### src/rtl/toggle_period_meter_pkg.sv
// Shared types and constants for the toggle period meter.
// Imported by the RTL and by the bench.
package toggle_period_meter_pkg;

  localparam int SYNC_DEPTH = 2;

  typedef enum logic [1:0] {
    ST_IDLE,
    ST_ARMED,
    ST_MEASURE,
    ST_STALL
  } state_t;

endpackage

### src/rtl/toggle_period_meter_edge_sync.sv
// Synchronizer for an asynchronous level plus a rising-edge detector.
// level is the synchronized copy; rise compares it with one more flop.
module edge_sync
  import toggle_period_meter_pkg::*;
(
  input  logic clk,
  input  logic reset,
  input  logic d,
  output logic level,
  output logic rise
);

  logic [SYNC_DEPTH-1:0] r_sync;
  logic                  r_dly;

  always_ff @(posedge clk or negedge reset) begin
    if (!reset) begin
      r_sync <= '0;
      r_dly  <= 1'b0;
    end else begin
      r_sync <= {r_sync[SYNC_DEPTH-2:0], d};
      r_dly  <= r_sync[SYNC_DEPTH-1];
    end
  end

  assign level = r_sync[SYNC_DEPTH-1];
  assign rise  = level & ~r_dly;

endmodule

### src/rtl/toggle_period_meter.sv
// Measures period and high time of a toggling input in clk cycles.
// Declares a stall when no rising edge arrives for TIMEOUT cycles.
module toggle_period_meter
  import toggle_period_meter_pkg::*;
#(
  parameter int WIDTH   = 16,
  parameter int TIMEOUT = 1000
) (
  input  logic             clk,
  input  logic             reset,
  input  logic             en,
  input  logic             t_in,
  output logic [WIDTH-1:0] period,
  output logic [WIDTH-1:0] high_time,
  output logic             valid,
  output logic             stalled
);

  localparam logic [WIDTH-1:0] LP_TIMEOUT = WIDTH'(TIMEOUT);
  localparam logic [WIDTH-1:0] LP_ONE     = WIDTH'(1);

  logic             w_level;
  logic             w_rise;
  state_t           r_state;
  logic [WIDTH-1:0] r_cnt;
  logic [WIDTH-1:0] r_hcnt;

  edge_sync u_sync (
    .clk   (clk),
    .reset (reset),
    .d     (t_in),
    .level (w_level),
    .rise  (w_rise)
  );

  always_ff @(posedge clk or negedge reset) begin
    if (!reset) begin
      r_state   <= ST_IDLE;
      r_cnt     <= '0;
      r_hcnt    <= '0;
      period    <= '0;
      high_time <= '0;
      valid     <= 1'b0;
      stalled   <= 1'b0;
    end else begin
      valid <= 1'b0;
      if (!en) begin
        r_state <= ST_IDLE;
        r_cnt   <= '0;
        r_hcnt  <= '0;
        stalled <= 1'b0;
      end else begin
        unique case (r_state)
          ST_IDLE: begin
            r_state <= ST_ARMED;
            r_cnt   <= '0;
            r_hcnt  <= '0;
          end
          ST_ARMED: begin
            if (w_rise) begin
              r_state <= ST_MEASURE;
              r_cnt   <= LP_ONE;
              r_hcnt  <= LP_ONE;
            end
          end
          // A rise on the cycle the count sits at TIMEOUT still captures.
          ST_MEASURE: begin
            if (w_rise) begin
              period    <= r_cnt;
              high_time <= r_hcnt;
              valid     <= 1'b1;
              r_cnt     <= LP_ONE;
              r_hcnt    <= LP_ONE;
            end else if (r_cnt == LP_TIMEOUT) begin
              r_state <= ST_STALL;
              stalled <= 1'b1;
            end else begin
              r_cnt  <= r_cnt + LP_ONE;
              r_hcnt <= r_hcnt + WIDTH'(w_level);
            end
          end
          ST_STALL: begin
            if (w_rise) begin
              r_state <= ST_MEASURE;
              stalled <= 1'b0;
              r_cnt   <= LP_ONE;
              r_hcnt  <= LP_ONE;
            end
          end
        endcase
      end
    end
  end

endmodule

### config.mk
export PLATFORM = sky130hd
export DESIGN_NAME = toggle_period_meter
export DESIGN_NICKNAME = d
export VERILOG_FILES = /design/src/rtl/toggle_period_meter_pkg.sv /design/src/rtl/toggle_period_meter_edge_sync.sv /design/src/rtl/toggle_period_meter.sv
export SDC_FILE = /design/constraint.sdc
export NUM_CORES = 1
export LEC_CHECK = 0
export CORE_ASPECT_RATIO = 1.5
export CORE_MARGIN = 5
export CORE_UTILIZATION = 56
export DETAILED_ROUTE_END_ITERATION = 12
export GPL_ROUTABILITY_DRIVEN = 1
export PLACE_DENSITY = 0.81
export SLEW_MARGIN = 20
export SYNTH_ARGS = -nofsm -noshare
export SYNTH_HDL_FRONTEND = slang
export SYNTH_HIERARCHICAL = 1
export SYNTH_SLANG_ARGS = --single-unit
### constraint.sdc
create_clock -name clk -period 2.3 [get_ports clk]
set_input_delay 0.345 -clock clk [delete_from_list [all_inputs] [get_ports clk]]
set_output_delay 0.345 -clock clk [all_outputs]
set_load 0.005 [all_outputs]
== Yosys cells after proc, flatten, opt, wreduce, memory -nomap -nowiden ==
Index checks and enable logic that the tools add are counted.
Widths: inputs -> output; s select.
Operators by class
  add/sub/neg operators: 2
  equal/unequal tests: 10
  muxes and demuxes: 22
  bitwise gates (word level): 2
  reduce and logical (&&, ||, !) cells: 6
Operator list (number)
  $mux 16: 7
  $pmux 16 s3: 2
  $add 16x1->16: 1
  $add 16x1->16 const B: 1
  $eq 16x10->1 const B: 1
  $mux 2: 4
  $mux 1: 7
  $ne 3x2->1 const B: 2
  $ne 3x3->1 const B: 2
  $pmux 2 s3: 1
  $reduce_and 3->1: 2
  $eq 2x2->1 const B: 2
  $ne 4x3->1 const B: 1
  $reduce_and 4->1: 1
  $ne 3x1->1 const B: 1
  $eq 2x1->1 const B: 1
  $logic_not 2->1: 1
  $pmux 1 s2: 1
  $reduce_and 2->1: 1
  $reduce_or 2->1: 1
  $and 1x1->1: 1
  $not 1->1: 1
Word-level totals
  register bits after elaboration: 71
  input port bits: 4
  output and inout port bits: 34
  logic and storage cells: 51

== Logic depth before layout (Yosys ltp) ==
Gate-level depths: netlist of run 1.
  depth after elaboration: 5
  gate-level depth with buffers: 8

== Cells and area by module ==
Netlist of run 1, hierarchy kept.
By module, submodules not included
  toggle_period_meter: instances 1, cells each 301, area each 3249.4 um2, sequential area each 1701.6 um2
  edge_sync: instances 1, cells each 4, area each 88.8 um2, sequential area each 75.1 um2

== Worst setup path after synthesis of run 1 ==
OpenSTA, ideal clock, no wires.
  path kind: reg-to-reg
  from: register u_sync.r_sync[1]
  to: register r_hcnt[14]
  arrival time: 1.718 ns
  data required time: 2.222 ns
  setup slack: 0.504 ns
  stages on the path, launching flop included: 8
  path buffers: 2
  period minus slack after synthesis: 1.796 ns
  cell sequence: dfrtp_1 nor2b_4 and3b_1 buf_6 a41o_1 buf_6 or4_1 a21oi_1
RTL lines
  start: declaration: line toggle_period_meter_edge_sync.sv:13  | logic [SYNC_DEPTH-1:0] r_sync;
  start signal: assignment: line toggle_period_meter_edge_sync.sv:21  | r_sync <= {r_sync[SYNC_DEPTH-2:0], d};
  $and 1x1->1 *: line toggle_period_meter_edge_sync.sv:27  | assign rise = level & ~r_dly;
  via w_rise: line toggle_period_meter.sv:23  | logic w_rise;
  $mux 16: line toggle_period_meter.sv:68  | if (w_rise) begin
  $pmux 16 s3: line toggle_period_meter.sv:53  | unique case (r_state)
  $mux 16: line toggle_period_meter.sv:47  | if (!en) begin
  end signal: assignment: line toggle_period_meter.sv:79  | r_hcnt <= r_hcnt + WIDTH'(w_level);
  end: declaration: line toggle_period_meter.sv:26  | logic [WIDTH-1:0] r_hcnt;
The timed path passes the listed nets; every way through them passes the cells marked *. The select of a mux whose other input is x is not followed.
A chain may end at the register's enable or synchronous reset.

== Worst setup path in the final report of run 1 ==
  from: register r_cnt[0]
  to: register r_hcnt[1]
Between the ends
  longest elaborated chain between the ends: 3
RTL lines
  start: declaration: line toggle_period_meter.sv:25  | logic [WIDTH-1:0] r_cnt;
  start signal: assignment: line toggle_period_meter.sv:78  | r_cnt <= r_cnt + LP_ONE;
  $eq 16x10->1: line toggle_period_meter.sv:74  | end else if (r_cnt == LP_TIMEOUT) begin
  $ne 4x3->1 (no line)
  $reduce_and 2->1 (no line)
No other way between the ends.

==> results of run 1 <==
registers in the layout (all words and copies together) (netlist names):
signal         cells
r_state            2
r_cnt             16
high_time         16
r_hcnt            16
u_sync/r_sync      2
period            16
valid              1
stalled            1
u_sync/r_dly       1
through the flow:
stage,total power (uW),worst slack (ps),utilization
2_1_floorplan,1380,504,-
3_3_place_gp,1470,214,0.657
3_5_place_dp,1470,168,0.657
4_1_cts,2380,296,0.688
5_1_grt,2460,71.6,0.688
6_report,2360,280,0.688
critical path: stages, from the launching register on:
cell and delay [ps]:
dfrtp_1 410, inv_1 110, ha_1 220, nor3b_1 160, a41o_1 360, buf_4 200, or3_1 310, a21oi_1 180
cell families (layout without fill, tap and decap cells):
kind of cell,count (synthesis),count (layout),synth area share
adders and majority gates,4,4,0.0150
and+or+nand+nor,107,107,0.183
xor gates and xnor gates,6,6,0.0157
DFF,71,71,0.532
muxes,36,36,0.119
buffers and inverters,27,74,0.0401
AOI/OAI and AO/OA,54,54,0.0956
layer usage:
layer  global-route usage  vias to the layer above
met5                    0                        -
met4                0.100                        0
met3               0.0528                       24
met2                0.338                       76
met1                0.246                     1244
li1                     -                     1185
power by group through the flow:
stage	Clock (uW)	Sequential (uW)	Combinational (uW)
6_report	913	1290	156
5_1_grt	996	1290	177
4_1_cts	932	1290	159
3_5_place_dp	0	1310	158
3_3_place_gp	0	1310	154
2_1_floorplan	0	1310	76.3
placed cells by master, fill, tap and decap left out, types with 2 or more instances in the layout:
cell             instances
dfrtp_1                 71
clkdlybuf4s50_1         36
mux2_2                  29
nand2_1                 28
o21ai_0                 18
a21oi_1                 17
nand4_1                 15
buf_4                   12
clkbuf_8                11
nand3_1                 10
nor2_1                   9
or3_1                    9
inv_1                    8
mux2i_1                  7
and4_1                   6
xor2_1                   6
nand2b_1                 5
or4_1                    5
o31ai_1                  4
a211oi_1                 4
and2_1                   4
ha_1                     4
nor4b_1                  3
nand3b_1                 3
clkinv_2                 3
or2_2                    2
and3_1                   2
and3b_1                  2
o211ai_1                 2
o311ai_0                 2
a21boi_0                 2
a31oi_1                  2
worst paths after layout:
check | from | endpoint | slack (ps) | depth (start not counted)
max in group asynchronous | reset | r_hcnt[5]$_DFFE_PN0P_ | 1990 | 2
max reg2reg | r_cnt[0]$_DFFE_PN0P_ | r_hcnt[1]$_DFFE_PN0P_ | 280 | 7
min reg2reg | u_sync/r_sync[0]$_DFF_PN0_ | u_sync/r_sync[1]$_DFF_PN0_ | 350 | 0
max | r_cnt[0]$_DFFE_PN0P_ | r_hcnt[1]$_DFFE_PN0P_ | 280 | 7
min | reset | period[11]$_DFFE_PN0P_ | 4 | 2
min in group clk | u_sync/r_sync[0]$_DFF_PN0_ | u_sync/r_sync[1]$_DFF_PN0_ | 350 | 0
layout make-up:
type / instances / area (um^2) / area share
Sequential cell: 71 / 1780 / 0.446
Tap cell: 72 / 90.1 / 0.0226
Clock buffer: 11 / 151 / 0.0380
Clock inverter: 5 / 31.3 / 0.00785
Timing Repair Buffer: 50 / 475 / 0.119
Multi-Input combinational cell: 207 / 1430 / 0.358
Inverter: 8 / 30.0 / 0.00754
==> impl_metrics.ini, run 1 <==
[yosys]
yosysTopAreaCellShare = 0.532
yosysTopAreaCell = dfrtp_1
yosys-top-cells-count = dfrtp_1, mux2_2, nand2_1
synthCells = 305
syn-num-nets = 313
yosys_warnings = 6
synth_edf_count = 0
yosysMostFrequentCell = dfrtp_1
synth-seq-cells = 71
async_flop_share = 1.00
ys_seq_area_frac = 0.532
synth_area_um2 = 3340
synth_flop_cell = dfrtp_1
yosys-top-cells-area = dfrtp_1, mux2_2, nand2_1, nand4_1, o21ai_0
synth.distinct_cells = 39
avgSynthCellArea_um2 = 10.9

[detailed_routing]
routed_wl_mm = 7.03
wl_met3_um = 353
wl_per_cell_um = 16.6
drc = 0
drtPass1Iterations = 4
route.detailed.vias_per_inst = 5.96
vias = 2529
wl_met1_mm = 2.75
top_layer_used = met4
wl_met2_mm = 3.63
ant_nets = 0
drtIter0Drc = 171

[global_route]
grt_pass1_wl_mm = 12.3
grt_max_degree = 72
grt_use_total = 0.206
overflow = 0
antenna_found_initial = 0
grt_pass1_vias = 2571

[cts]
clkTransAtPathRegs_ps = 70
clockRootBuffer = clkbuf_8
cts_resized = 0
hold_buffers = 0
clk_latency_ps = 350
cts_tree = built
h-tree-depth = 3
clk_path_buf_depth = 2
cts_setup_buffers = 0
cts_sinks = 71
cts_inserted_buffers = 9

[sta]
hold_slack_ps = 4.28
finalMaxSlewViolations = 0
min_period_ps = 2020
hold_viol_final = 0
fin_tns_setup_ps = 0
finClkSkew_ps = 10.0
period_share = 0.878
worst_pin_slew_ps = 728
rsz0062_at_grt = false
setup_viol = 0
max-slew-margin-rel = 0.515
fmaxAchievable_mhz = 495

[final_layout]
finalNonFillerCells = 424
nets = 355
fin_area_um2 = 3980
insertedDiodeCount = 0
layout-drive-gt1-share = 0.176
nFillCells = 456
area_delta_synth_final_pct = 19.3

[placed_design]
gp_congestion = 0.861
dp_hpwl_mm = 5.00
io_buffers = 37
dp_cells = 408
placed_area_um2 = 3800

[floorplan]
core_um2 = 5790
start_util = 0.577
die_x_um = 73.0
num_io_pins = 38
design.die.area_um2 = 7640
die_h_um = 105
row_count = 34

[pwr]
clkPwrFrac = 0.387
p_per_area_nw_per_um2 = 592
combPwrFrac = 0.066
intPower_uw = 1790
p_sw_frac = 0.243
p_leak_uw = 0.00174
ir_worst_vdd_v = 0.000445
seq_power_share = 0.547
p_switching_uw = 572

[run_status]
status = finished, final reports clean

[worst_setup_path]
crit_type = register to register
cp_max_fo = 10
worstPathArrival_ps = 2290
worstPathRequired_ps = 2570
startpoint_type = register
cp-end-kind = register

[job]
drv_cap = 0

[min_path]
hp-class = primary input to async pin
Power figures use the tool's default switching activity.
==> inputs of run 2 (changes only) <==
==> constraint.sdc (replaced) <==
create_clock -name clk -period 2.25 [get_ports clk]
set_input_delay 0.3375 -clock clk [delete_from_list [all_inputs] [get_ports clk]]
set_output_delay 0.3375 -clock clk [all_outputs]
set_load 0.005 [all_outputs]
==> impl_metrics.ini, run 2 (same netlist as run 1, synthesis figures left out) <==
[run_status]
status = finished, final reports clean

[pwr]
ir_worst_vdd_v = 0.000374
p_leak_uw = 0.00176
p_per_area_nw_per_um2 = 594

[global_route]
antenna_found_initial = 0
overflow = 0
grt_pass1_vias = 2551
grt_max_degree = 52
grt_pass1_wl_mm = 11.9
grt_use_total = 0.197

[cts]
clockRootBuffer = clkbuf_8
cts_tree = built
h-tree-depth = 3
cts_sinks = 71
clk_latency_ps = 340
clk_path_buf_depth = 2
cts_setup_buffers = 0
clkTransAtPathRegs_ps = 70
cts_resized = 0
cts_inserted_buffers = 9
hold_buffers = 1

[worst_setup_path]
cp_max_fo = 16
max_stage_delay_ps = 420
slowest_stage = dfrtp_1
startpoint_type = register
cp-end-kind = register
crit_type = register to register
cp_cell_sequence = inv_1 > ha_1 > nor3b_1 > a41o_1 > buf_4 > or3_1 > a21oi_1
cp_top_family = compound AO/OA/AOI/OAI gates
cp_num_buf_inv = 2
worstPathRequired_ps = 2520
worstPathArrival_ps = 2390

[final_layout]
layout-drive-gt1-share = 0.180
final_common_cell = dfrtp_1
nFillCells = 470
insertedDiodeCount = 0
nets = 359
layout_common_cells = dfrtp_1, clkdlybuf4s50_1, mux2_2
area_delta_synth_final_pct = 20.0
fin_area_um2 = 4010
register_area_um2 = 1780
multiInputGateArea_um2 = 1430

[min_path]
hp-class = register to register

[detailed_routing]
ant_nets = 0
drc = 0
wl_per_cell_um = 16.3
vias = 2536
drtIter0Drc = 211
routed_wl_mm = 6.97
route.detailed.vias_per_inst = 5.93
drtPass1Iterations = 4

[sta]
hold_viol_final = 0
finalMaxSlewViolations = 0
min_period_ps = 2120
fmaxAchievable_mhz = 472
rsz0062_at_grt = false
max-slew-margin-rel = 0.478
fin_tns_setup_ps = 0
finClkSkew_ps = 8.36
setup_viol = 0
period_share = 0.942
worst_pin_slew_ps = 783

[job]
drv_cap = 0

[placed_design]
dp_hpwl_mm = 5.01
io_buffers = 37
placed_area_um2 = 3820
gp_congestion = 0.851

[floorplan]
design.die.area_um2 = 7640
core_um2 = 5790
die_x_um = 73.0
num_io_pins = 38
start_util = 0.577
row_count = 34
die_h_um = 105
[run 2: layout make-up]
cell class / instances / share of cell area
clock buffer: 11 / 0.0353
clock inverter: 5 / 0.00812
inverter: 8 / 0.00750
multi-input combinational: 207 / 0.356
sequential: 71 / 0.443
tap: 72 / 0.0225
timing repair buffer: 54 / 0.127
[run 2: stage by stage]
step	instances	setup slack (ps)	hold slack, ps	power, uW	util
finish	428	130	355	2380	0.692
floorplan	305	454	41.9	1420	-
global route	428	7.86	373	2480	0.692
detailed placement	411	58.5	325	1510	0.661
CTS	428	146	359	2410	0.692
global placement	411	103	314	1500	0.661
[run 2: metal layers]
metal	vias to the layer above	global-route usage	part of all wire
met1	1262	0.244	0.40
met4	0	0.111	0.039
met5	-	0	0
met3	25	0.0288	0.030
met2	56	0.322	0.53
li1	1193	-	-
[run 2: report_power, final]
group	switching (uW)	internal [uW]	leakage, uW
clock network	470	430	0.0000935
registers	19.6	1300	0.000975
logic	92.9	68.6	0.000690
total	582	1800	0.00176
[run 2: final timing paths]
kind,startpoint,end,slack [ps],cells past startpoint
setup / recovery,r_cnt[0]$_DFFE_PN0P_,r_cnt[11]$_DFFE_PN0P_,130,7
hold / removal,u_sync/r_sync[0]$_DFF_PN0_,u_sync/r_sync[1]$_DFF_PN0_,350,0
setup reg to reg,r_cnt[0]$_DFFE_PN0P_,r_cnt[11]$_DFFE_PN0P_,130,7
hold reg to reg,u_sync/r_sync[0]$_DFF_PN0_,u_sync/r_sync[1]$_DFF_PN0_,350,0
max in group asynchronous,reset,r_hcnt[7]$_DFFE_PN0P_,1130,3
min in group asynchronous,reset,period[13]$_DFFE_PN0P_,480,2
==> inputs of run 3 (changes only) <==
--- a/config.mk
+++ b/config.mk
@@ -5,6 +5,7 @@
 export SDC_FILE = /design/constraint.sdc
 export NUM_CORES = 1
 export LEC_CHECK = 0
+export ABC_AREA = 0
 export CORE_ASPECT_RATIO = 1.5
 export CORE_MARGIN = 5
 export CORE_UTILIZATION = 56
==> results of run 3 <==
Final layout, timing and power as in run 2 (identical DEF).
